--- config.mk ---
export PLATFORM = sky130hd
export DESIGN_NAME = ps2_host_tx
export DESIGN_NICKNAME = d
export VERILOG_FILES = /design/src/rtl/ps2_host_tx.sv
export SDC_FILE = /design/constraint.sdc
export NUM_CORES = 1
export LEC_CHECK = 0
export CORE_MARGIN = 3
export CORE_UTILIZATION = 50
export DETAILED_ROUTE_END_ITERATION = 7
export GPL_TIMING_DRIVEN = 0
export PLACE_DENSITY_LB_ADDON = 0.1
export SETUP_SLACK_MARGIN = 0.2
export SYNTH_ARGS = -nofsm -noshare
export SYNTH_HDL_FRONTEND = slang
export SYNTH_SLANG_ARGS = --single-unit
export TNS_END_PERCENT = 50
--- constraint.sdc ---
create_clock -name sys_clk -period 2.55 [get_ports sys_clk]
set_input_delay 0.51 -clock sys_clk [delete_from_list [all_inputs] [get_ports sys_clk]]
set_output_delay 0.51 -clock sys_clk [all_outputs]
set_load 0.1 [all_outputs]
--- src/rtl/ps2_host_tx.sv ---
// PS/2 host-to-device transmitter: sends one command byte over the open-collector ps2_clk/ps2_data pair.
// Optional feature macro PS2_TX_RETRY_EN: a NACKed or timed-out byte is retried up to two more times.
module ps2_host_tx #(
    parameter int INHIBIT_CYCLES = 5000,
    parameter int TIMEOUT_CYCLES = 1000000,
    parameter int SYNC_STAGES    = 2
) (
    input  logic       sys_clk,
    input  logic       reset,
    input  logic [7:0] tx_data,
    input  logic       tx_valid,
    output logic       tx_ready,
    input  logic       ps2_clk_in,
    input  logic       ps2_data_in,
    output logic       ps2_clk_oe,
    output logic       ps2_data_oe,
    output logic       busy,
    output logic       tx_done,
    output logic       tx_error
);
    localparam int IW = $clog2(INHIBIT_CYCLES);
    localparam int TW = $clog2(TIMEOUT_CYCLES + 1);
    localparam logic [IW-1:0] INH_LAST = IW'(INHIBIT_CYCLES - 1);
    localparam logic [IW-1:0] INH_DATA = IW'(INHIBIT_CYCLES - 2);
    localparam logic [TW-1:0] TO_LAST  = TW'(TIMEOUT_CYCLES - 1);

    typedef enum logic [2:0] {
        S_IDLE,
        S_INHIBIT,
        S_REQ,
        S_SHIFT,
        S_ACK,
        S_WAIT_IDLE
    } state_t;

    state_t                 state_q, state_d;
    logic [SYNC_STAGES-1:0] clk_sync_q, clk_sync_d;
    logic [SYNC_STAGES-1:0] data_sync_q, data_sync_d;
    logic                   clk_prev_q, clk_prev_d;
    logic [IW-1:0]          inh_cnt_q, inh_cnt_d;
    logic [TW-1:0]          to_cnt_q, to_cnt_d;
    logic [3:0]             edge_cnt_q, edge_cnt_d;
    logic [9:0]             shift_q, shift_d;
    logic                   clk_oe_q, clk_oe_d;
    logic                   data_oe_q, data_oe_d;
    logic                   done_q, done_d;
    logic                   error_q, error_d;
`ifdef PS2_TX_RETRY_EN
    logic [1:0]             retry_q, retry_d;
    logic [7:0]             byte_q, byte_d;
`endif

    logic clk_s;
    logic data_s;
    logic fall;
    logic active;
    logic fail;

    assign clk_s  = clk_sync_q[SYNC_STAGES-1];
    assign data_s = data_sync_q[SYNC_STAGES-1];
    assign fall   = clk_prev_q & ~clk_s;
    assign active = (state_q == S_REQ) || (state_q == S_SHIFT) ||
                    (state_q == S_ACK) || (state_q == S_WAIT_IDLE);

    assign tx_ready    = (state_q == S_IDLE);
    assign busy        = (state_q != S_IDLE);
    assign ps2_clk_oe  = clk_oe_q;
    assign ps2_data_oe = data_oe_q;
    assign tx_done     = done_q;
    assign tx_error    = error_q;

    always_comb begin
        state_d     = state_q;
        clk_sync_d  = {clk_sync_q[SYNC_STAGES-2:0], ps2_clk_in};
        data_sync_d = {data_sync_q[SYNC_STAGES-2:0], ps2_data_in};
        // Our own inhibit pulls the clock low; blank that so it never looks like a device edge in REQ.
        clk_prev_d  = (state_q == S_INHIBIT) ? 1'b0 : clk_s;
        inh_cnt_d   = inh_cnt_q;
        to_cnt_d    = to_cnt_q;
        edge_cnt_d  = edge_cnt_q;
        shift_d     = shift_q;
        clk_oe_d    = clk_oe_q;
        data_oe_d   = data_oe_q;
        done_d      = 1'b0;
        error_d     = 1'b0;
        fail        = 1'b0;
`ifdef PS2_TX_RETRY_EN
        retry_d     = retry_q;
        byte_d      = byte_q;
`endif

        if (active) begin
            if (fall) begin
                to_cnt_d = '0;
            end else if (to_cnt_q == TO_LAST) begin
                fail = 1'b1;
            end else begin
                to_cnt_d = to_cnt_q + TW'(1);
            end
        end

        case (state_q)
            S_IDLE: begin
                if (tx_valid) begin
                    shift_d   = {1'b1, ~^tx_data, tx_data};
                    inh_cnt_d = '0;
                    clk_oe_d  = 1'b1;
                    data_oe_d = 1'b0;
                    state_d   = S_INHIBIT;
`ifdef PS2_TX_RETRY_EN
                    retry_d   = 2'd0;
                    byte_d    = tx_data;
`endif
                end
            end
            S_INHIBIT: begin
                if (inh_cnt_q == INH_LAST) begin
                    clk_oe_d   = 1'b0;
                    data_oe_d  = 1'b1;
                    to_cnt_d   = '0;
                    edge_cnt_d = 4'd0;
                    state_d    = S_REQ;
                end else begin
                    inh_cnt_d = inh_cnt_q + IW'(1);
                    if (inh_cnt_q == INH_DATA) begin
                        data_oe_d = 1'b1;
                    end
                end
            end
            S_REQ, S_SHIFT: begin
                if (fall) begin
                    edge_cnt_d = edge_cnt_q + 4'd1;
                    data_oe_d  = ~shift_q[0];
                    shift_d    = {1'b0, shift_q[9:1]};
                    state_d    = (edge_cnt_q == 4'd9) ? S_ACK : S_SHIFT;
                end
            end
            S_ACK: begin
                if (fall) begin
                    edge_cnt_d = edge_cnt_q + 4'd1;
                    if (!data_s) begin
                        state_d = S_WAIT_IDLE;
                    end else begin
                        fail = 1'b1;
                    end
                end
            end
            S_WAIT_IDLE: begin
                if (clk_s && data_s) begin
                    done_d  = 1'b1;
                    state_d = S_IDLE;
                end
            end
            default: state_d = S_IDLE;
        endcase

        // A completed handshake wins over a timeout landing in the same cycle.
        if (fail && !done_d) begin
`ifdef PS2_TX_RETRY_EN
            if (retry_q != 2'd2) begin
                retry_d   = retry_q + 2'd1;
                shift_d   = {1'b1, ~^byte_q, byte_q};
                inh_cnt_d = '0;
                clk_oe_d  = 1'b1;
                data_oe_d = 1'b0;
                state_d   = S_INHIBIT;
            end else begin
                clk_oe_d  = 1'b0;
                data_oe_d = 1'b0;
                error_d   = 1'b1;
                state_d   = S_IDLE;
            end
`else
            clk_oe_d  = 1'b0;
            data_oe_d = 1'b0;
            error_d   = 1'b1;
            state_d   = S_IDLE;
`endif
        end
    end

    always_ff @(posedge sys_clk or negedge reset) begin
        if (!reset) begin
            state_q     <= S_IDLE;
            clk_sync_q  <= '1;
            data_sync_q <= '1;
            clk_prev_q  <= 1'b1;
            inh_cnt_q   <= '0;
            to_cnt_q    <= '0;
            edge_cnt_q  <= 4'd0;
            shift_q     <= '0;
            clk_oe_q    <= 1'b0;
            data_oe_q   <= 1'b0;
            done_q      <= 1'b0;
            error_q     <= 1'b0;
`ifdef PS2_TX_RETRY_EN
            retry_q     <= 2'd0;
            byte_q      <= 8'd0;
`endif
        end else begin
            state_q     <= state_d;
            clk_sync_q  <= clk_sync_d;
            data_sync_q <= data_sync_d;
            clk_prev_q  <= clk_prev_d;
            inh_cnt_q   <= inh_cnt_d;
            to_cnt_q    <= to_cnt_d;
            edge_cnt_q  <= edge_cnt_d;
            shift_q     <= shift_d;
            clk_oe_q    <= clk_oe_d;
            data_oe_q   <= data_oe_d;
            done_q      <= done_d;
            error_q     <= error_d;
`ifdef PS2_TX_RETRY_EN
            retry_q     <= retry_d;
            byte_q      <= byte_d;
`endif
        end
    end

endmodule

==> results.py <==
metrics = {
    "clocking": {
        "root_buffer": "clkbuf_8",
        "cts_hold_buf": 0,
        "htreeDepth": 3,
        "clkTransAtPathRegs_ps": 60,
        "clk_path_buf_depth": 2,
        "clkSinkCount": 59,
        "cts_tree": "built",
        "clk_latency_ps": 330,
        "numCtsBuffers": 9,
    },
    "synth": {
        "synth_edf_count": 0,
        "synth-warning-count": 0,
        "synthMuxAreaShare_pct": 1.00,
        "ys_async_sr_fraction_pct": 100,
        "syn-num-nets": 358,
        "synth_compound_area_share_pct": 14.0,
        "ys_seq_area_share_pct": 47.6,
        "synth-simple-area-share_pct": 23.5,
        "syn_area_um2": 3110,
        "ys.flop_type": "dfrtp_1",
        "yosysTopAreaCell": "dfrtp_1",
        "ys_top_cells_by_area": "dfrtp_1, nor2_1, xor2_1, nand2_1, dfstp_2",
        "ys_types": 46,
        "synth_cells": 340,
        "synthXorXnorAreaFrac_pct": 9.00,
        "yosysTopAreaCellShare_pct": 43.4,
        "synth_top_family_by_area": "simple AND/OR/NAND/NOR gates",
        "ys_seq_elements": 59,
        "avgSynthCellArea_um2": 9.16,
        "synth-adder-area-share_pct": 2.01,
    },
    "sta": {
        "rsz0062_at_grt": "yes",
        "min_period_over_period_pct": 94.4,
        "fmax_ghz": 0.415,
        "setup_viol": 0,
        "tightest_slew_ps": 970,
        "setup_tns_ps": 0,
        "slew_headroom_pct": 35.2,
        "fin_crit_ps": 2410,
        "hold_viol": 0,
        "hold-worst-slack_ps": 133,
        "finClkSkew_ps": 5.52,
        "slew_viol_final": 0,
    },
    "cells_and_area": {
        "antenna_cells": 0,
        "area_delta_synth_final_pct": 19.0,
        "fillers": 536,
        "nets": 396,
        "stdcell_count": 458,
        "fin_util_pct": 61.8,
        "multi_input_area_um2": 1590,
        "seqCellArea_um2": 1480,
        "final_layout_size_suffix_gt1_share_pct": 12.8,
    },
    "critical_path": {
        "ff2ff_path_depth": 5,
        "reg2reg_to": "state_q[1]",
        "critPathRequiredTime_ps": 2740,
        "end_kind": "register",
        "r2r_start": "state_q[2]",
        "r2r_slack_ps": 140,
        "crit_type": "register to register",
        "worstSetupStartpointType": "register",
        "worstPathArrival_ps": 2590,
        "crit_fanout": 9,
    },
    "power_and_ir_drop": {
        "vdd_drop_max_v": 0.000605,
        "powerDensity_nw_per_um2": 1000,
        "finalPower_mw": 3.72,
        "p_switching_mw": 1.56,
        "p_seq_share_pct": 36.2,
        "pwr-share-comb_pct": 42.2,
        "power_leakage_nw": 1.56,
        "intPower_mw": 2.16,
        "p_sw_share_pct": 42.0,
        "clockPowerShare_pct": 21.6,
    },
    "detailed_routing": {
        "drt_pass1_iterations": 4,
        "ant_nets": 0,
        "via_count": 2600,
        "vias_per_cell": 5.68,
        "drtIter0Drc": 139,
        "totalWireLength_um": 6830,
        "post-route-drc-count": 0,
        "routedWlPerCell_um": 14.9,
    },
    "global_route": {
        "antenna_found_initial": 0,
        "grt_pass1_vias": 2534,
        "track_usage_pct": 20.6,
        "globalRouteOverflowTotal": 0,
        "grt_max_degree": 40,
        "grt_pass1_wl_um": 11800,
    },
    "floorplanning": {
        "die_area_um2": 7210,
        "coreArea_um2": 5990,
        "fp.dieH_um": 84.9,
        "ios": 19,
        "die_w_um": 84.9,
        "start_util_pct": 52.0,
        "num_rows": 28,
    },
    "place": {
        "dp.cells": 434,
        "place.gp.congestion": 0.831,
        "port_buffers": 18,
        "hpwl_um": 4530,
    },
    "hold_path": {
        "min_path_type": "primary input to asynchronous set/reset pin",
    },
    "outcome": {
        "status": "completed",
    },
    "job": {
        "maxCapViolations": 0,
    },
}
[per-stage QoR]
stage	setup slack, ps	cell area, um2
detailed placement	-125	3410
finish	142	3700
floorplan	-136	3130
CTS	162	3660
global placement	-937	3400
global route	71.8	3700
[cell usage after synthesis, types with 4 or more instances]
cell type	instances
xnor2_1	14
nand3_1	16
dfrtp_1	54
o21ai_0	15
clkbuf_1	11
and3_1	4
a22o_1	4
a31oi_1	10
a21oi_1	16
inv_1	9
nand2_1	39
nand4_1	6
dfstp_2	5
xor2_1	18
ha_1	5
nor2_1	50
nor3_1	8
o2111ai_1	5
or3_1	7
[state kept, by name, summed over array words and instances (netlist names)]
signal and flops:
tx_done 1, clk_prev_q 1, edge_cnt_q 4, inh_cnt_q 13, ps2_data_oe 1, to_cnt_q 20, state_q 3, tx_error 1
ps2_clk_oe 1, data_sync_q 2, shift_q 10, clk_sync_q 2
[cells in the final DEF, fill, tap and decap left out, types with 3 or more instances in the layout]
cell type	netlist	final
dfrtp_1	54	53
a21oi_1	16	16
nor2_1	50	49
inv_1	9	9
and3_1	4	4
buf_2	1	3
nand4_1	6	6
or3_1	7	7
nand2_1	39	39
a31oi_1	10	10
o2111ai_1	5	5
clkbuf_2	0	3
clkbuf_8	0	13
buf_4	0	7
nor3_1	8	6
xor2_1	18	18
dfstp_2	5	5
nand3_1	16	16
o21ai_0	15	15
xnor2_1	14	14
a22o_1	4	4
nand2b_1	3	3
a211oi_1	3	3
clkbuf_1	11	10
clkdlybuf4s50_1	0	15
nor3b_1	3	3
ha_1	5	5
[what timing repair did]
action	in CTS	in global routing
resized for setup	14	7
setup endpoints to repair	31	40
buffers inserted	5	3
pin swaps	3	4
[cell families after synthesis]
| group | count (synthesis) |
|---|---|
| XOR/XNOR | 32 |
| buffers and inverters | 22 |
| AO/OA/AOI/OAI | 66 |
| AND/OR/NAND/NOR | 153 |
| multiplexers | 3 |
| flip-flops | 59 |
| adder cells (fa/ha/maj) | 5 |
[per-layer routing]
| metal | share of wire [%] | global-route usage [%] |
|---|---|---|
| met5 | 0 | 0 |
| met1 | 48 | 27.5 |
| met3 | 3.5 | 3.79 |
| met2 | 47 | 32.7 |
| met4 | 1.8 | 9.50 |
[cell type report]
class,count,share of cell area [%]
multi-input combinational,259,42.8
sequential,59,40.1
timing repair buffer,27,6.89
clock buffer,15,5.03
tap,75,2.53
buffer,13,1.65
inverter,9,0.912
clock inverter,1,0.135
[critical path, cell delays in order (launching register included)]
cell,delay [ps]
dfrtp_1,440
xor2_1,650
nand3_1,380
or3_4,470
a21oi_4,260
a311oi_2,60
[power by group through the flow]
stage	logic [mW]	registers, mW	clock network [mW]
6_report	1.57	1.35	0.804
5_1_grt	1.75	1.38	0.870
4_1_cts	1.52	1.34	0.826
3_5_place_dp	1.49	1.36	0
3_3_place_gp	1.45	1.35	0
2_1_floorplan	1.04	1.43	0
[how the worst max path moves through the flow]
| stage | from | to | slack [ps] |
|---|---|---|---|
| 4_1_cts | ps2_data_oe | ps2_data_oe | 160 |
| 2_1_floorplan | state_q[1] | busy | -140 |
| 5_1_grt | state_q[2] | state_q[1] | 70 |
| 6_report | state_q[2] | state_q[1] | 140 |
| 3_5_place_dp | inh_cnt_q[5] | to_cnt_q[11] | -120 |
| 3_3_place_gp | reset | shift_q[5] | -940 |
Power figures use the tool's default switching activity.
